<file path="src/rtl/mmio_uart_bridge.sv">
// mmio_uart_bridge: memory-mapped responder for the 0x8000_0000 region.
// It buffers UART traffic in RX/TX FIFOs and exposes cycle and
// retired-instruction counters to load/store traffic from the execute stage.
module mmio_uart_bridge #(
    parameter int FIFO_DEPTH  = 8,
    parameter int FIFO_AWIDTH = 3
) (
    input  logic        clk,
    input  logic        rst_n,
    input  logic [31:0] mmio_addr,
    input  logic        mmio_re,
    input  logic        mmio_we,
    input  logic [3:0]  mmio_wbe,
    input  logic [31:0] mmio_wdata,
    output logic [31:0] mmio_rdata,
    input  logic        inst_retired,
    input  logic [7:0]  rx_data,
    input  logic        rx_valid,
    output logic        rx_ready,
    output logic [7:0]  tx_data,
    output logic        tx_valid,
    input  logic        tx_ready
);

    localparam logic [FIFO_AWIDTH:0]   DEPTH_CNT = (FIFO_AWIDTH + 1)'(FIFO_DEPTH);
    localparam logic [FIFO_AWIDTH:0]   CNT_ONE   = (FIFO_AWIDTH + 1)'(1);
    localparam logic [FIFO_AWIDTH-1:0] PTR_ONE   = FIFO_AWIDTH'(1);

    localparam logic [7:0] OFF_STATUS = 8'h00;
    localparam logic [7:0] OFF_RXDATA = 8'h04;
    localparam logic [7:0] OFF_TXDATA = 8'h08;
    localparam logic [7:0] OFF_LEVELS = 8'h0C;
    localparam logic [7:0] OFF_CYCLES = 8'h10;
    localparam logic [7:0] OFF_INSTRS = 8'h14;
    localparam logic [7:0] OFF_CLEAR  = 8'h18;

    // ------------------------------------------------------------------
    // Address decode
    // ------------------------------------------------------------------
    logic       sel;
    logic [7:0] off;
    logic       ld_status;
    logic       ld_rxdata;
    logic       st_txdata;
    logic       st_clear;

    assign sel       = (mmio_addr[31:28] == 4'h8);
    assign off       = mmio_addr[7:0];
    assign ld_status = mmio_re && sel && (off == OFF_STATUS);
    assign ld_rxdata = mmio_re && sel && (off == OFF_RXDATA);
    assign st_txdata = mmio_we && sel && (off == OFF_TXDATA) && mmio_wbe[0];
    assign st_clear  = mmio_we && sel && (off == OFF_CLEAR);

    // Address bits outside the decoded window and upper store lanes are
    // intentionally ignored.
    logic unused_bits;
    assign unused_bits = ^{mmio_addr[27:8], mmio_wdata[31:8], mmio_wbe[3:1]};

    // ------------------------------------------------------------------
    // RX FIFO (uart_receiver -> CPU)
    // ------------------------------------------------------------------
    logic [7:0]             rx_mem [FIFO_DEPTH];
    logic [FIFO_AWIDTH-1:0] rx_wr_ptr;
    logic [FIFO_AWIDTH-1:0] rx_rd_ptr;
    logic [FIFO_AWIDTH:0]   rx_count;
    logic                   rx_full;
    logic                   rx_empty;
    logic                   rx_push;
    logic                   rx_pop;
    logic [7:0]             rx_head;

    assign rx_full  = (rx_count == DEPTH_CNT);
    assign rx_empty = (rx_count == '0);
    assign rx_ready = !rx_full;
    assign rx_push  = rx_valid && !rx_full;
    assign rx_pop   = ld_rxdata && !rx_empty;
    assign rx_head  = rx_empty ? '0 : rx_mem[rx_rd_ptr];

    // RX storage write; contents are invalidated by the pointers on reset
    always_ff @(posedge clk) begin
        if (rx_push) begin
            rx_mem[rx_wr_ptr] <= rx_data;
        end
    end

    // RX pointer and occupancy tracking
    always_ff @(posedge clk or negedge rst_n) begin
        if (!rst_n) begin
            rx_wr_ptr <= '0;
            rx_rd_ptr <= '0;
            rx_count  <= '0;
        end else begin
            if (rx_push) begin
                rx_wr_ptr <= rx_wr_ptr + PTR_ONE;
            end
            if (rx_pop) begin
                rx_rd_ptr <= rx_rd_ptr + PTR_ONE;
            end
            case ({rx_push, rx_pop})
                2'b10:   rx_count <= rx_count + CNT_ONE;
                2'b01:   rx_count <= rx_count - CNT_ONE;
                default: rx_count <= rx_count;
            endcase
        end
    end

    // ------------------------------------------------------------------
    // TX FIFO (CPU -> uart_transmitter)
    // ------------------------------------------------------------------
    logic [7:0]             tx_mem [FIFO_DEPTH];
    logic [FIFO_AWIDTH-1:0] tx_wr_ptr;
    logic [FIFO_AWIDTH-1:0] tx_rd_ptr;
    logic [FIFO_AWIDTH:0]   tx_count;
    logic                   tx_full;
    logic                   tx_empty;
    logic                   tx_push;
    logic                   tx_pop;
    logic                   tx_drop;
    logic                   tx_drop_set;

    assign tx_full     = (tx_count == DEPTH_CNT);
    assign tx_empty    = (tx_count == '0);
    assign tx_valid    = !tx_empty;
    // Fullness is judged on pre-cycle state, so a same-cycle pop never
    // rescues a store against a full FIFO.
    assign tx_push     = st_txdata && !tx_full;
    assign tx_drop_set = st_txdata && tx_full;
    assign tx_pop      = tx_valid && tx_ready;
    // Gated so the transmitter sees 0 rather than stale storage when idle.
    assign tx_data     = tx_empty ? '0 : tx_mem[tx_rd_ptr];

    // TX storage write; contents are invalidated by the pointers on reset
    always_ff @(posedge clk) begin
        if (tx_push) begin
            tx_mem[tx_wr_ptr] <= mmio_wdata[7:0];
        end
    end

    // TX pointer and occupancy tracking
    always_ff @(posedge clk or negedge rst_n) begin
        if (!rst_n) begin
            tx_wr_ptr <= '0;
            tx_rd_ptr <= '0;
            tx_count  <= '0;
        end else begin
            if (tx_push) begin
                tx_wr_ptr <= tx_wr_ptr + PTR_ONE;
            end
            if (tx_pop) begin
                tx_rd_ptr <= tx_rd_ptr + PTR_ONE;
            end
            case ({tx_push, tx_pop})
                2'b10:   tx_count <= tx_count + CNT_ONE;
                2'b01:   tx_count <= tx_count - CNT_ONE;
                default: tx_count <= tx_count;
            endcase
        end
    end

    // Sticky drop flag: set by a rejected store, cleared by a status read,
    // with a new drop taking priority over the clear
    always_ff @(posedge clk or negedge rst_n) begin
        if (!rst_n) begin
            tx_drop <= 1'b0;
        end else if (tx_drop_set) begin
            tx_drop <= 1'b1;
        end else if (ld_status) begin
            tx_drop <= 1'b0;
        end
    end

    // ------------------------------------------------------------------
    // Performance counters
    // ------------------------------------------------------------------
    logic [31:0] cyc_cnt;
    logic [31:0] inst_cnt;

    // Free-running cycle counter; a clear overrides the increment
    always_ff @(posedge clk or negedge rst_n) begin
        if (!rst_n) begin
            cyc_cnt <= '0;
        end else if (st_clear) begin
            cyc_cnt <= '0;
        end else begin
            cyc_cnt <= cyc_cnt + 32'd1;
        end
    end

    // Retired-instruction counter; a clear overrides the increment
    always_ff @(posedge clk or negedge rst_n) begin
        if (!rst_n) begin
            inst_cnt <= '0;
        end else if (st_clear) begin
            inst_cnt <= '0;
        end else if (inst_retired) begin
            inst_cnt <= inst_cnt + 32'd1;
        end
    end

    // ------------------------------------------------------------------
    // Load data path
    // ------------------------------------------------------------------
    logic [31:0] rd_mux;

    // Select the register addressed by the current load
    always_comb begin
        rd_mux = '0;
        if (sel) begin
            case (off)
                OFF_STATUS: rd_mux = {28'b0, tx_drop, rx_full, !rx_empty, !tx_full};
                OFF_RXDATA: rd_mux = {24'b0, rx_head};
                OFF_LEVELS: rd_mux = {8'b0, 8'(rx_count), 8'b0, 8'(tx_count)};
                OFF_CYCLES: rd_mux = cyc_cnt;
                OFF_INSTRS: rd_mux = inst_cnt;
                default:    rd_mux = '0;
            endcase
        end
    end

    // Registered load data, held between loads
    always_ff @(posedge clk or negedge rst_n) begin
        if (!rst_n) begin
            mmio_rdata <= '0;
        end else if (mmio_re) begin
            mmio_rdata <= rd_mux;
        end
    end

endmodule

</file>
<file path="config.mk">
export PLATFORM = sky130hd
export DESIGN_NAME = mmio_uart_bridge
export DESIGN_NICKNAME = d
export VERILOG_FILES = /design/src/rtl/mmio_uart_bridge.sv
export SDC_FILE = /design/constraint.sdc
export NUM_CORES = 1
export LEC_CHECK = 0
export BUFFER_PORTS_ARGS = -buffer_cell sky130_fd_sc_hd__buf_4
export CORE_ASPECT_RATIO = 1.25
export CORE_MARGIN = 8
export CORE_UTILIZATION = 60
export DETAILED_ROUTE_END_ITERATION = 7
export PLACE_DENSITY = 0.84
export SYNTH_ARGS = -nofsm -noshare
export SYNTH_HDL_FRONTEND = slang
export SYNTH_SLANG_ARGS = --single-unit
</file>
<file path="constraint.sdc">
create_clock -name clk -period 5.55 [get_ports clk]
set_clock_uncertainty 0.2 [all_clocks]
set_input_delay 0.8325 -clock clk [delete_from_list [all_inputs] [get_ports clk]]
set_output_delay 0.8325 -clock clk [all_outputs]
set_load 0.02 [all_outputs]
</file>
## Word-level counts from Yosys, hierarchy flattened

Memory sizes are Yosys's and may differ from the RTL's.
Index checks and enable logic that the tools add are counted.

- Flip-flop bits (word level): 117
- RAM bits: 128
- Input port bits: 83
- Logic and storage cells: 73
- Memories: 2

Memories:

| memory | depth | bits a word | read ports | clocked after Yosys merged registers in | wr ports | line | RTL |
|---|---|---|---|---|---|---|---|
| rx_mem | 8 | 8 | 1 | 0 | 1 | 62 | `logic [7:0] rx_mem [FIFO_DEPTH];` |
| tx_mem | 8 | 8 | 1 | 0 | 1 | 110 | `logic [7:0] tx_mem [FIFO_DEPTH];` |

- $add $sub $neg: 10
- Eq/ne operators: 13
- Muxes and demuxes: 15
- Reductions and logical operators: 23

Operators by type and width:

| kind | number |
|---|---|
| 32-bit case mux with 5 select lines | 1 |
| 32-bit two-way mux | 4 |
| 32-bit by 1-bit adder with 32-bit output (second input constant) | 2 |
| 8-bit by 5-bit == test with 1-bit output (second input constant) | 3 |
| 8-bit by 4-bit == test with 1-bit output (second input constant) | 2 |
| 8-bit two-way mux | 2 |
| 4-bit case mux with 2 select lines | 2 |
| 3-bit by 1-bit adder with 3-bit output (second input constant) | 4 |
| 4-bit == test (second input constant) | 3 |
| 1-bit logical AND | 12 |
| 4-bit by 1-bit adder with 4-bit output (second input constant) | 2 |
| 8-bit by 3-bit == test with 1-bit output (second input constant) | 1 |
| 4-bit zero test | 2 |
| 8-bit zero test | 1 |
| 2-bit nonzero test | 4 |
| 4-bit by 1-bit subtractor with 4-bit output (second input constant) | 2 |
| 1-bit two-way mux | 6 |
| 2-bit by 1-bit == test with 1-bit output (second input constant) | 2 |
| 2-bit == test (second input constant) | 2 |
| 1-bit zero test | 4 |

## Logic depth before layout (Yosys ltp)

Gate-level depths: netlist of run 1.

- Depth in word-level cells: 7
- Mapped depth: 11
- Gate-level depth less buffers: 10

## Least setup slack after synthesis of run 1

No wires, ideal clock.

- Path type: input to register
- Start point: input mmio_addr[29]
- End point: memory tx_mem[0][0] (enable)
- Arrival: 2,814 ps
- Setup slack: 2,141 ps
- Cell stages on the path: 5
- Path through: nor4b_4 -> nand4_2 -> or4_1 -> buf_6 -> nor4_1

- Word-level cells in the longest chain between the ends: 7

RTL lines:

| item | line | RTL |
|---|---|---|
| start: declaration | 10 | `input logic [31:0] mmio_addr,` |
| 4-bit == test | 47 | `assign sel = (mmio_addr[31:28] == 4'h8);` |
| 1-bit logical AND (3 in series) | 51 | `assign st_txdata = mmio_we && sel && (off == OFF_TXDATA) && mmio_wbe[0];` |
| 1-bit logical AND | 126 | `assign tx_push = st_txdata && !tx_full;` |
| 1-bit two-way mux | 134 | `if (tx_push) begin` |
| 1-bit two-way mux (not written as such) | 135 | `tx_mem[tx_wr_ptr] <= mmio_wdata[7:0];` |
| end: declaration | 110 |  |

No other way between the ends.

## Final worst setup path of run 1

- Start point: register tx_rd_ptr[0]
- End point: output tx_data[4]

- Word-level cells in the longest chain between the ends: 2

RTL lines:

| item | line | RTL |
|---|---|---|
| start: declaration | 112 | `logic [FIFO_AWIDTH-1:0] tx_rd_ptr;` |
| start signal: assignment | 150 | `tx_rd_ptr <= tx_rd_ptr + PTR_ONE;` |
| memory 8 x 8 bit | -- |  |
| 8-bit two-way mux | 130 | `assign tx_data = tx_empty ? '0 : tx_mem[tx_rd_ptr];` |
| end: declaration | 20 | `output logic [7:0] tx_data,` |

No other way between the ends.

==> results by group, run 1 <==
Critical path
  – CP delay by family, top: flip-flops
  – Crit Reg-Reg Startpoint: tx_count[1]
  – Crit end category: primary output
  – Crit path largest cell delay: approximately 1.0 ns
  – Levels on crit path: 4
  – Worst path required time: approximately 4.5 ns
  – Crit path arrival time: ~2.6 ns
  – R2r setup slk: about 2.5 ns
  – Crit path kind: reg2out
  – FF-to-FF path depth: 9
  – Slowest cell on crit path: dfrtp_1
  – CP Cell Sequence: mux4_2 -> mux2i_1 -> nor2_1 -> buf_4
  – CP Max Fanout: 18
  – Capturing point of the worst reg2reg path: tx_count[2]
  – Type of origin of the critical path: flip-flop
  – CP bufs+invs: 1

Run
  – Max-cap violations: 0

Floorplan
  – Die H: between 150 and 200 microns
  – Core Box Area: roughly 18000 sq um
  – Rows: 55
  – Die Area: around 23000 sq um
  – Die X: approximately 140 microns
  – Top-level I/O count: around 130
  – Initial Util: 0.607

Layout
  – N_diodes: 0
  – Multi-input gate area in the final layout: just under 4000 sq um
  – Post-Layout Cell Count: between 1000 and 1500
  – Area delta synth->final: 14.0%
  – End-of-flow core utilization: 0.692
  – Layout cells sized above 1: 0.202
  – # fillers: between 1000 and 1500
  – Sequential cell area: just under 7000 sq um
  – Nets@finish: 969

Clocking
  – Deepest level of the CTS H-tree: 1
  – Worst-Skew Late Latency: 0.52 ns
  – Root Buffer: clkbuf_16
  – Worst-path clk slew: ~0.060 ns
  – Setup bufs post-CTS: 0
  – Post-CTS Resized: 0
  – TritonCTS Buffers: 23
  – Longest Clk Path Bufs: 3
  – Hold Buf Count CTS: 0
  – Clock Sinks: ~250
  – CTS tree: built

STA
  – Final setup vio count: 0
  – Slew Limit Fails: 0
  – RSZ-0062 raised after global routing: no
  – Max Clock Freq: roughly 0.28 GHz
  – Relative slew margins: 0.238
  – Slew @ Worst Pin: ~1.1 ns
  – Min cycle time layout: roughly 3.6 ns
  – Final Hold Viols: 0
  – Fin crit share: 0.647
  – Setup WS post-layout: 1.96 ns
  – Total negative slack: 0 ns

Detailed routing
  – Drc violations: 0
  – Via Count: 6759
  – Avg Vias per Cell: 6.04
  – Initial DRC count: 558
  – Routed wire length: approximately 23000 microns
  – Routed WL per cell: about 20 microns
  – Final ANT Viol Nets: 0
  – First-pass detailed-route iteration total: 5

Hold path
  – Hold Path Class: in2async

Yosys
  – Mean post-synth cell area: 13.6 sq um
  – Async S/R FF share, synth: 0.478
  – Dominant cells by area after synthesis: edfxtp_1 (35%), dfrtp_1 (27%), mux4_2 (6.4%), xor2_1 (4.6%), nor2_1 (3.2%)
  – Syn Nets: 895
  – Post-synth cell types: between 50 and 60
  – Synth warn: 0
  – Synth Cell Area: about 11000 sq um
  – Post-synth EDFFs: ~130
  – Area leader, netlist: edfxtp_1
  – Synth cell count leaders: edfxtp_1 (128), dfrtp_1 (117), nor2_1 (94)
  – Seq cells post-synth: about 250
  – Mapped Cells: 800
  – Count leader, synth: edfxtp_1
  – Post-synth top area share: 0.353
  – Dominant synthesized flop cell: edfxtp_1
  – Sequential fraction of the synthesis area: 0.621

Place
  – DP HPWL: 15000 microns
  – Routability cong.: slightly above 0.8
  – IO Port Bufs: between 70 and 80
  – Worst slack, placed: about 1.7 ns
  – Placed insts: between 1000 and 1500

Power and ir drop
  – Maximum vdd drop: about 0.32 mV
  – Power per cell area: around 380 nW/um^2
  – Leak pwr: a little under 5 nW
  – Overall Power: between 4 and 5 mW

GRT
  – First-pass GRT wire length: between 30000 and 40000 microns
  – Vias in the first global route: 7033
  – Largest net degree at the start of global routing: 79
  – GRT overflow: 0
  – Initial antenna violation count: 0
  – Gr usage total: 0.203

Run status
  – Status: finished, final reports clean
[layer usage]
layer,vias up,wire length [microns],track usage
li1,3145,-,-
met1,3384,9530,0.270
met2,190,11200,0.332
met3,40,1280,0.0370
met4,0,501,0.0622
met5,-,0,0
[kinds of logic after synthesis]
logic type / count (synthesis) / share of synthesized area
adder cells (fa/ha/maj): 12 / 0.0138
AND/OR/NAND/NOR: 269 / 0.130
XOR/XNOR: 76 / 0.0611
multiplexers: 63 / 0.0950
AO/OA/AOI/OAI: 88 / 0.0595
buffers and inverters: 47 / 0.0197
flip-flops: 245 / 0.621
[registers in the layout (all words and copies together) (netlist names)]
| name | flops |
|---|---|
| cyc_cnt | 32 |
| inst_cnt | 32 |
| mmio_rdata | 32 |
| rx_count | 4 |
| rx_mem | 64 |
| rx_rd_ptr | 3 |
| rx_wr_ptr | 3 |
| tx_count | 4 |
| tx_drop | 1 |
| tx_mem | 64 |
| tx_rd_ptr | 3 |
| tx_wr_ptr | 3 |
[where the power goes]
group	switching [mW]	leakage [nW]	total, mW	internal, mW
Combinational	0.389	1.73	0.792	0.403
Clock	0.672	0.341	1.57	0.900
Sequential	0.254	2.73	2.34	2.09
Total	1.31	4.80	4.71	3.39
[layout by cell type (no fill, tap or decap), types with 3 or more instances in the layout]
master and count:
edfxtp_1 128, dfrtp_1 117, nor2_1 94, buf_4 89
xor2_1 57, nand2_1 40, nand3_1 31, mux4_2 31
nand4_1 29, a22oi_1 26, o2bb2ai_1 24, clkbuf_16 23
mux2i_1 21, nor3_1 19, xnor2_1 19, a21oi_1 12
ha_1 12, mux2_2 9, nor4_1 7, inv_1 7
o21ai_1 7, and3_1 6, nand2b_1 5, and2_1 5
nor2b_1 5, clkinv_1 5, o21ai_0 4, a211oi_1 4
clkinvlp_4 4, clkinvlp_2 4, nor4_4 3, or3_1 3
nor3_2 3, bufinv_16 3
[cell type report]
| type | count | share of cell area |
|---|---|---|
| multi-input combinational | 508 | 0.316 |
| clock inverter | 17 | 0.0135 |
| tap | 228 | 0.0230 |
| timing repair buffer | 89 | 0.0538 |
| clock buffer | 25 | 0.0469 |
| sequential | 245 | 0.545 |
| inverter | 7 | 0.00211 |
[through the flow]
step / hold WS, ns / instance area, sq um
2_1_floorplan: 0.271 / 10900
3_3_place_gp: 0.274 / 11700
3_5_place_dp: 0.275 / 11700
4_1_cts: 0.293 / 12400
5_1_grt: 0.304 / 12400
6_report: 0.271 / 12400
[how the worst max path moves through the flow]
stage,start,end
after floorplan,mmio_addr[29],tx_mem[0][0]
after global placement,mmio_addr[29],tx_count[2]
after detailed placement,mmio_addr[29],tx_count[2]
after CTS,tx_rd_ptr[0],tx_data[4]
after global routing,tx_rd_ptr[0],tx_data[2]
final,tx_rd_ptr[0],tx_data[4]
[worst register-to-register path, stage by stage, from the launching register on]
cell and delay [ns]:
dfrtp_1 0.56, nor4b_2 0.12, or4_1 0.74, ha_1 0.37, xor2_1 0.18, ha_1 0.19, a21oi_1 0.16, xor2_1 0.16
nor2_1 0.06, xor2_1 0.14
Note: power is estimated with default switching activity, not from simulation.
==> run 2, diff against run 1 <==
- CORE_UTILIZATION: 60 -> 58
- PLACE_DENSITY: 0.84 -> 0.81
- clock period: 5.55 -> 3.5 ns (I/O delays scaled with it)
==> run 2 against run 1 <==
First-iteration DRC count down 18%. Cell area up 1.0%. Via count up 1.0%. Final cell count up 1.7%. Register-to-register slack worse by 1.8 ns. Setup slack worse by 1.4 ns. Combinational power up 68%. Critical path type unchanged. Largest cell class unchanged.
==> results by group, run 2 (synthesis results as in run 1) <==
Run status
  – Status: finished, final reports clean

Hold path
  – Hold Path Depth: 1
  – Hold Path Class: in2reg
  – Hold path start: rx_data[5]
  – Hold path endpoint: rx_mem[2][5]

Critical path
  – Slowest cell on crit path: dfrtp_1
  – Type of origin of the critical path: flip-flop
  – CP Cell Sequence: mux4_2 -> mux2i_1 -> nor2_1 -> buf_4
  – Worst path required time: ~2.8 ns
  – Crit path arrival time: approximately 2.2 ns
  – R2r setup slk: 0.72 ns
  – Capturing point of the worst reg2reg path: tx_count[3]
  – Crit path kind: reg2out
  – CP delay by family, top: flip-flops
  – Crit Reg-Reg Startpoint: tx_count[1]
  – Crit end category: primary output
  – FF-to-FF path depth: 8
  – CP Max Fanout: 18
  – Crit path largest cell delay: 0.86 ns
  – CP bufs+invs: 1
  – Setup crit start: tx_rd_ptr[1]

Place
  – Placed insts: 1097
  – Routability cong.: roughly 0.84
  – Worst slack, placed: 0.167 ns
  – IO Port Bufs: 77
  – DP HPWL: 15400 microns

Clocking
  – Post-CTS Resized: 0
  – Clock Sinks: about 250
  – Root Buffer: clkbuf_16
  – Worst-Skew Late Latency: 0.50 ns
  – Deepest level of the CTS H-tree: 1
  – Longest Clk Path Bufs: 3
  – CTS tree: built
  – TritonCTS Buffers: 23
  – Worst-path clk slew: roughly 0.06 ns

Detailed routing
  – Via Count: around 6800
  – Drc violations: 0
  – Avg Vias per Cell: around 6.0
  – Final ANT Viol Nets: 0
  – Routed wire length: ~23000 microns
  – Routed WL per cell: around 20 microns
  – First-pass detailed-route iteration total: 5
  – Initial DRC count: between 400 and 500

Run
  – Max-cap violations: 0

Layout
  – Layout cells sized above 1: 0.214
  – Post-Layout Cell Count: around 1100
  – Commonest non-fill, non-tap cell in the layout: edfxtp_1
  – Area delta synth->final: 15.1%
  – Sequential cell area: between 6000 and 7000 sq um
  – N_diodes: 0
  – Top flop regs: rx_mem: 64 flops, tx_mem: 64 flops
  – Nets@finish: 986
  – Multi-input gate area in the final layout: 3930 sq um
  – # fillers: ~1300
  – Commonest cells after routing, fill and taps aside: edfxtp_1 (128), dfrtp_1 (117), buf_4 (104), nor2_1 (94), xor2_1 (57)

GRT
  – First-pass GRT wire length: 36600 microns
  – Initial antenna violation count: 0
  – GRT overflow: 0
  – Largest net degree at the start of global routing: 69
  – Gr usage total: 0.192
  – Vias in the first global route: around 7000

Floorplan
  – Top-level I/O count: roughly 130
  – Rows: 56
  – Die H: roughly 170 microns
  – Initial Util: 0.587
  – Die X: ~140 microns
  – Core Box Area: roughly 19000 sq um
  – Die Area: roughly 23000 sq um

STA
  – RSZ-0062 raised after global routing: no
  – Slew Limit Fails: 0
  – Final setup vio count: 0
  – Final Hold Viols: 0
  – Slew @ Worst Pin: 0.899 ns
  – Min Hold Slack: 0.0484 ns
  – Min cycle time layout: roughly 2.9 ns
  – Fin crit share: 0.826
  – Max Clock Freq: 0.346 GHz
  – Relative slew margins: 0.398
  – Total negative slack: 0 ns
  – Setup WS post-layout: a little over 0.6 ns

Power and ir drop
  – Maximum vdd drop: 0.543 mV
  – Power per cell area: 591 nW/um^2
  – Leak pwr: between 4 and 5 nW
[run 2: changes by cell type in the layout (fill, tap and decap cells not counted), moves of 2 or more]
| cell | before | now |
|---|---|---|
| clkbuf_1 | 2 | 7 |
| clkinvlp_2 | 4 | 0 |
| clkinv_1 | 5 | 0 |
| buf_4 | 89 | 104 |
| bufinv_16 | 3 | 1 |
| clkbuf_8 | 0 | 5 |
| clkinvlp_4 | 4 | 1 |
| clkinv_2 | 0 | 2 |
[run 2: how the worst max path moves through the flow]
| stage | slack [ns] | endpoint | cells past startpoint |
|---|---|---|---|
| final | 0.61 | tx_data[6] | 4 |
| after global routing | 0.51 | tx_data[1] | 4 |
| after CTS | 0.57 | tx_data[6] | 4 |
| after detailed placement | 0.17 | tx_count[3] | 10 |
| after global placement | 0.23 | tx_count[2] | 11 |
| after floorplan | 0.40 | tx_mem[0][0] | 5 |
[run 2: per-stage QoR]
stage	area, sq um	power [mW]	util
floorplan	10900	4.59	-
global placement	11800	5.01	0.636
detailed placement	11800	5.07	0.636
CTS	12600	7.47	0.676
global route	12600	7.71	0.676
finish	12600	7.41	0.676
[run 2: per-layer routing]
metal  track usage  vias up  routed length (microns)
met5             0        -                        0
met4        0.0562        0                      454
met3        0.0350       38                     1210
met2         0.338      192                    11600
met1         0.239     3430                     9390
li1              -     3169                        -
[run 2: area by class of cell]
| class | count | area share |
|---|---|---|
| Timing Repair Buffer | 106 | 0.0646 |
| Tap cell | 232 | 0.0231 |
| Clock inverter | 5 | 0.00449 |
| Sequential cell | 245 | 0.540 |
| Inverter | 7 | 0.00209 |
| Clock buffer | 35 | 0.0534 |
| Multi-Input combinational cell | 508 | 0.313 |
[run 2: what timing repair did]
| action | in CTS | in global routing |
|---|---|---|
| hold buffers | 1 | 0 |
| hold endpoints to repair | 49 | 0 |
| setup buffers | 0 | 0 |
[run 2: report_power, final]
part	internal [mW]	switching [mW]	total [mW]	leakage (nW)
Combinational	0.662	0.669	1.33	1.83
Clock	1.39	1.02	2.41	0.354
Sequential	3.31	0.354	3.67	2.73
Total	5.37	2.04	7.41	4.91
==> run 3, diff against run 2 <==
- ABC_AREA: default -> 1
- CORE_UTILIZATION: 58 -> 53
- PLACE_DENSITY: 0.81 -> 0.78
- clock period: 3.5 -> 2.5 ns (I/O delays scaled with it)
==> run 3 against run 2 <==
Flip-flop and latch count unchanged. Global-route usage rose by 3.6 points. Highest routed layer unchanged. Sequential share of layout area fell by 6.1 points.
==> results by group, run 3 <==
Run status
  – Status: finished, final reports clean

GRT
  – Vias in the first global route: between 9000 and 10000
  – First-pass GRT wire length: 50100 microns
  – Gr usage total: 0.228
  – GRT overflow: 0
  – Initial antenna violation count: 0
  – Largest net degree at the start of global routing: 47

Clocking
  – Longest Clk Path Bufs: 3
  – Root Buffer: clkbuf_16
  – Worst-path clk slew: 0.06 ns
  – Clock Sinks: around 250
  – Deepest level of the CTS H-tree: 1
  – CTS tree: built
  – TritonCTS Buffers: 25
  – Worst-Skew Late Latency: 0.53 ns

Layout
  – Multi-input gate area in the final layout: 4480 sq um
  – N_diodes: 0
  – End-of-flow core utilization: 0.640
  – # fillers: roughly 1800
  – Nets@finish: about 1500
  – Layout cells sized above 1: 0.160
  – Top flop regs: rx_mem: 64 flops, tx_mem: 64 flops
  – Commonest non-fill, non-tap cell in the layout: nand2_1
  – Area delta synth->final: 19.0%
  – Commonest cells after routing, fill and taps aside: nand2_1 (271), nor2_1 (215), inv_1 (129), edfxtp_1 (128), buf_4 (119)
  – Sequential cell area: approximately 6800 sq um

Critical path
  – CP bufs+invs: 3
  – Capturing point of the worst reg2reg path: tx_count[2]
  – Worst path required time: ~1.9 ns
  – CP Max Fanout: 12
  – CP delay by family, top: flip-flops
  – FF-to-FF path depth: 10
  – CP Cell Sequence: clkinv_4 -> buf_8 -> nor2_1 -> o32ai_1 -> o21ai_0 -> nor2_1 -> buf_4
  – Most used cell, CP: nor2_1
  – Crit Reg-Reg Startpoint: tx_count[1]
  – Crit path kind: reg2out
  – Crit path arrival time: approximately 1.9 ns
  – Slowest cell on crit path: dfrtp_2
  – Crit path largest cell delay: ~0.44 ns
  – R2r setup slk: roughly 0.12 ns
  – Type of origin of the critical path: flip-flop
  – Crit end category: primary output

Detailed routing
  – Routed wire length: 31300 microns
  – First-pass detailed-route iteration total: 5
  – Via Count: just under 10000
  – Initial DRC count: a little under 900
  – Avg Vias per Cell: between 5 and 6
  – Routed WL per cell: approximately 18 microns
  – Final ANT Viol Nets: 0
  – Drc violations: 0

Yosys
  – Post-synth EDFFs: ~130
  – Mean post-synth cell area: 9.11 sq um
  – Post-synth cell types: between 40 and 50
  – Mapped Cells: between 1000 and 1500
  – Sequential fraction of the synthesis area: 0.569
  – Dominant synthesized flop cell: edfxtp_1
  – Synth Cell Area: 11900 sq um
  – Count leader, synth: nand2_1
  – Seq cells post-synth: around 250
  – Post-synth top area share: 0.323
  – Dominant cells by area after synthesis: edfxtp_1 (32%), dfrtp_1 (25%), nand2_1 (8.6%), nor2_1 (6.8%), inv_1 (4.1%)
  – Synth warn: 0
  – Async S/R FF share, synth: 0.478
  – Syn Nets: 1401
  – Area leader, netlist: edfxtp_1
  – Synth cell count leaders: nand2_1 (271), nor2_1 (215), inv_1 (130)

Floorplan
  – Initial Util: 0.537
  – Die Area: 27500 sq um
  – Rows: around 60
  – Top-level I/O count: roughly 130
  – Core Box Area: between 20000 and 25000 sq um
  – Die X: ~150 microns
  – Die H: around 180 microns

STA
  – Final setup vio count: 0
  – Fin crit share: 0.991
  – RSZ-0062 raised after global routing: yes
  – Total negative slack: 0 ns
  – Slew @ Worst Pin: about 0.67 ns
  – Min cycle time layout: around 2.5 ns
  – Relative slew margins: 0.550
  – Max Clock Freq: roughly 0.40 GHz
  – Final Hold Viols: 0
  – Slew Limit Fails: 0

Power and ir drop
  – Power per cell area: a little over 800 nW/um^2
  – Leak pwr: 6.32 nW
  – Maximum vdd drop: ~0.89 mV

Place
  – IO Port Bufs: slightly below 80
  – Routability cong.: 0.921
  – DP HPWL: about 22000 microns

Hold path
  – Hold Path Depth: 3
  – Hold path start: inst_retired
  – Hold Path Class: in2reg
  – Hold path endpoint: inst_cnt[27]

Run
  – Max-cap violations: 0
run 3: changes by cell type after synthesis, sizes merged, moves of 26 or more:
cell / before / now
mux4: 31 / 0
a22oi: 26 / 0
nand3: 31 / 70
nor2: 95 / 236
inv: 7 / 137
nand2: 40 / 279
xor2: 57 / 24
o21ai: 11 / 96
run 3: timing repair:
item / CTS / global route
pin swaps: 1 / 5
setup buffers: 0 / 0
setup endpoints to repair: 3 / 10
hold endpoints to repair: 217 / 1
hold buffers: 18 / 1
gates cloned: 1 / 0
resized for setup: 10 / 24
run 3: metal layers:
layer	vias to the layer above	GRT usage	part of all wire
li1	4626	-	-
met1	4745	0.277	0.39
met2	420	0.397	0.50
met3	88	0.0342	0.069
met4	0	0.0970	0.037
met5	-	0	0
run 3: logic make-up (layout without fill, tap and decap cells):
group | Yosys count | count (layout) | synth area share
simple gates | 657 | 657 | 0.243
compound gates | 188 | 188 | 0.0944
flops | 245 | 245 | 0.569
fa+ha+maj | 12 | 12 | 0.0126
xor+xnor | 27 | 27 | 0.0199
buf+inv | 177 | 329 | 0.0603
run 3: worst max path at each step:
stage / endpoint / start / depth (start not counted)
after floorplan: tx_count[2] / tx_count[0] / 10
after global placement: rx_count[2] / mmio_addr[1] / 12
after detailed placement: rx_count[2] / mmio_addr[1] / 12
after CTS: tx_data[3] / tx_rd_ptr[0] / 7
after global routing: tx_data[1] / tx_rd_ptr[0] / 7
final: tx_data[0] / tx_rd_ptr[0] / 7
run 3: tightest hold or removal path: stages:
cell     delay [ns]
buf_4          0.17
nand4_1        0.10
nand2_1        0.04
run 3: area by class of cell:
| type | count | share of cell area |
|---|---|---|
| Clock buffer | 34 | 0.0504 |
| Clock inverter | 12 | 0.00769 |
| Inverter | 139 | 0.0372 |
| Multi-Input combinational cell | 884 | 0.316 |
| Sequential cell | 245 | 0.479 |
| Tap cell | 283 | 0.0250 |
| Timing Repair Buffer | 144 | 0.0848 |
run 3: through the flow:
step | total power [mW] | hold slack (ns) | instance area (sq um) | setup slack, ns | std cells
finish | 11.7 | 0.0187 | 14200 | 0.0232 | 1741
global route | 12.2 | 0.0314 | 14200 | -0.113 | 1741
CTS | 11.6 | 0.00369 | 14100 | -0.0140 | 1740
detailed placement | 7.72 | 0.126 | 13000 | -0.0413 | 1675
global placement | 7.58 | 0.120 | 13000 | 0.0974 | 1675
floorplan | 6.67 | -0.121 | 11900 | 0.0915 | 1306
run 3: report_power, final:
part	internal (mW)	switching, mW
logic	1.14	1.89
clock network	2.12	1.59
registers	4.67	0.279
total	7.92	3.76
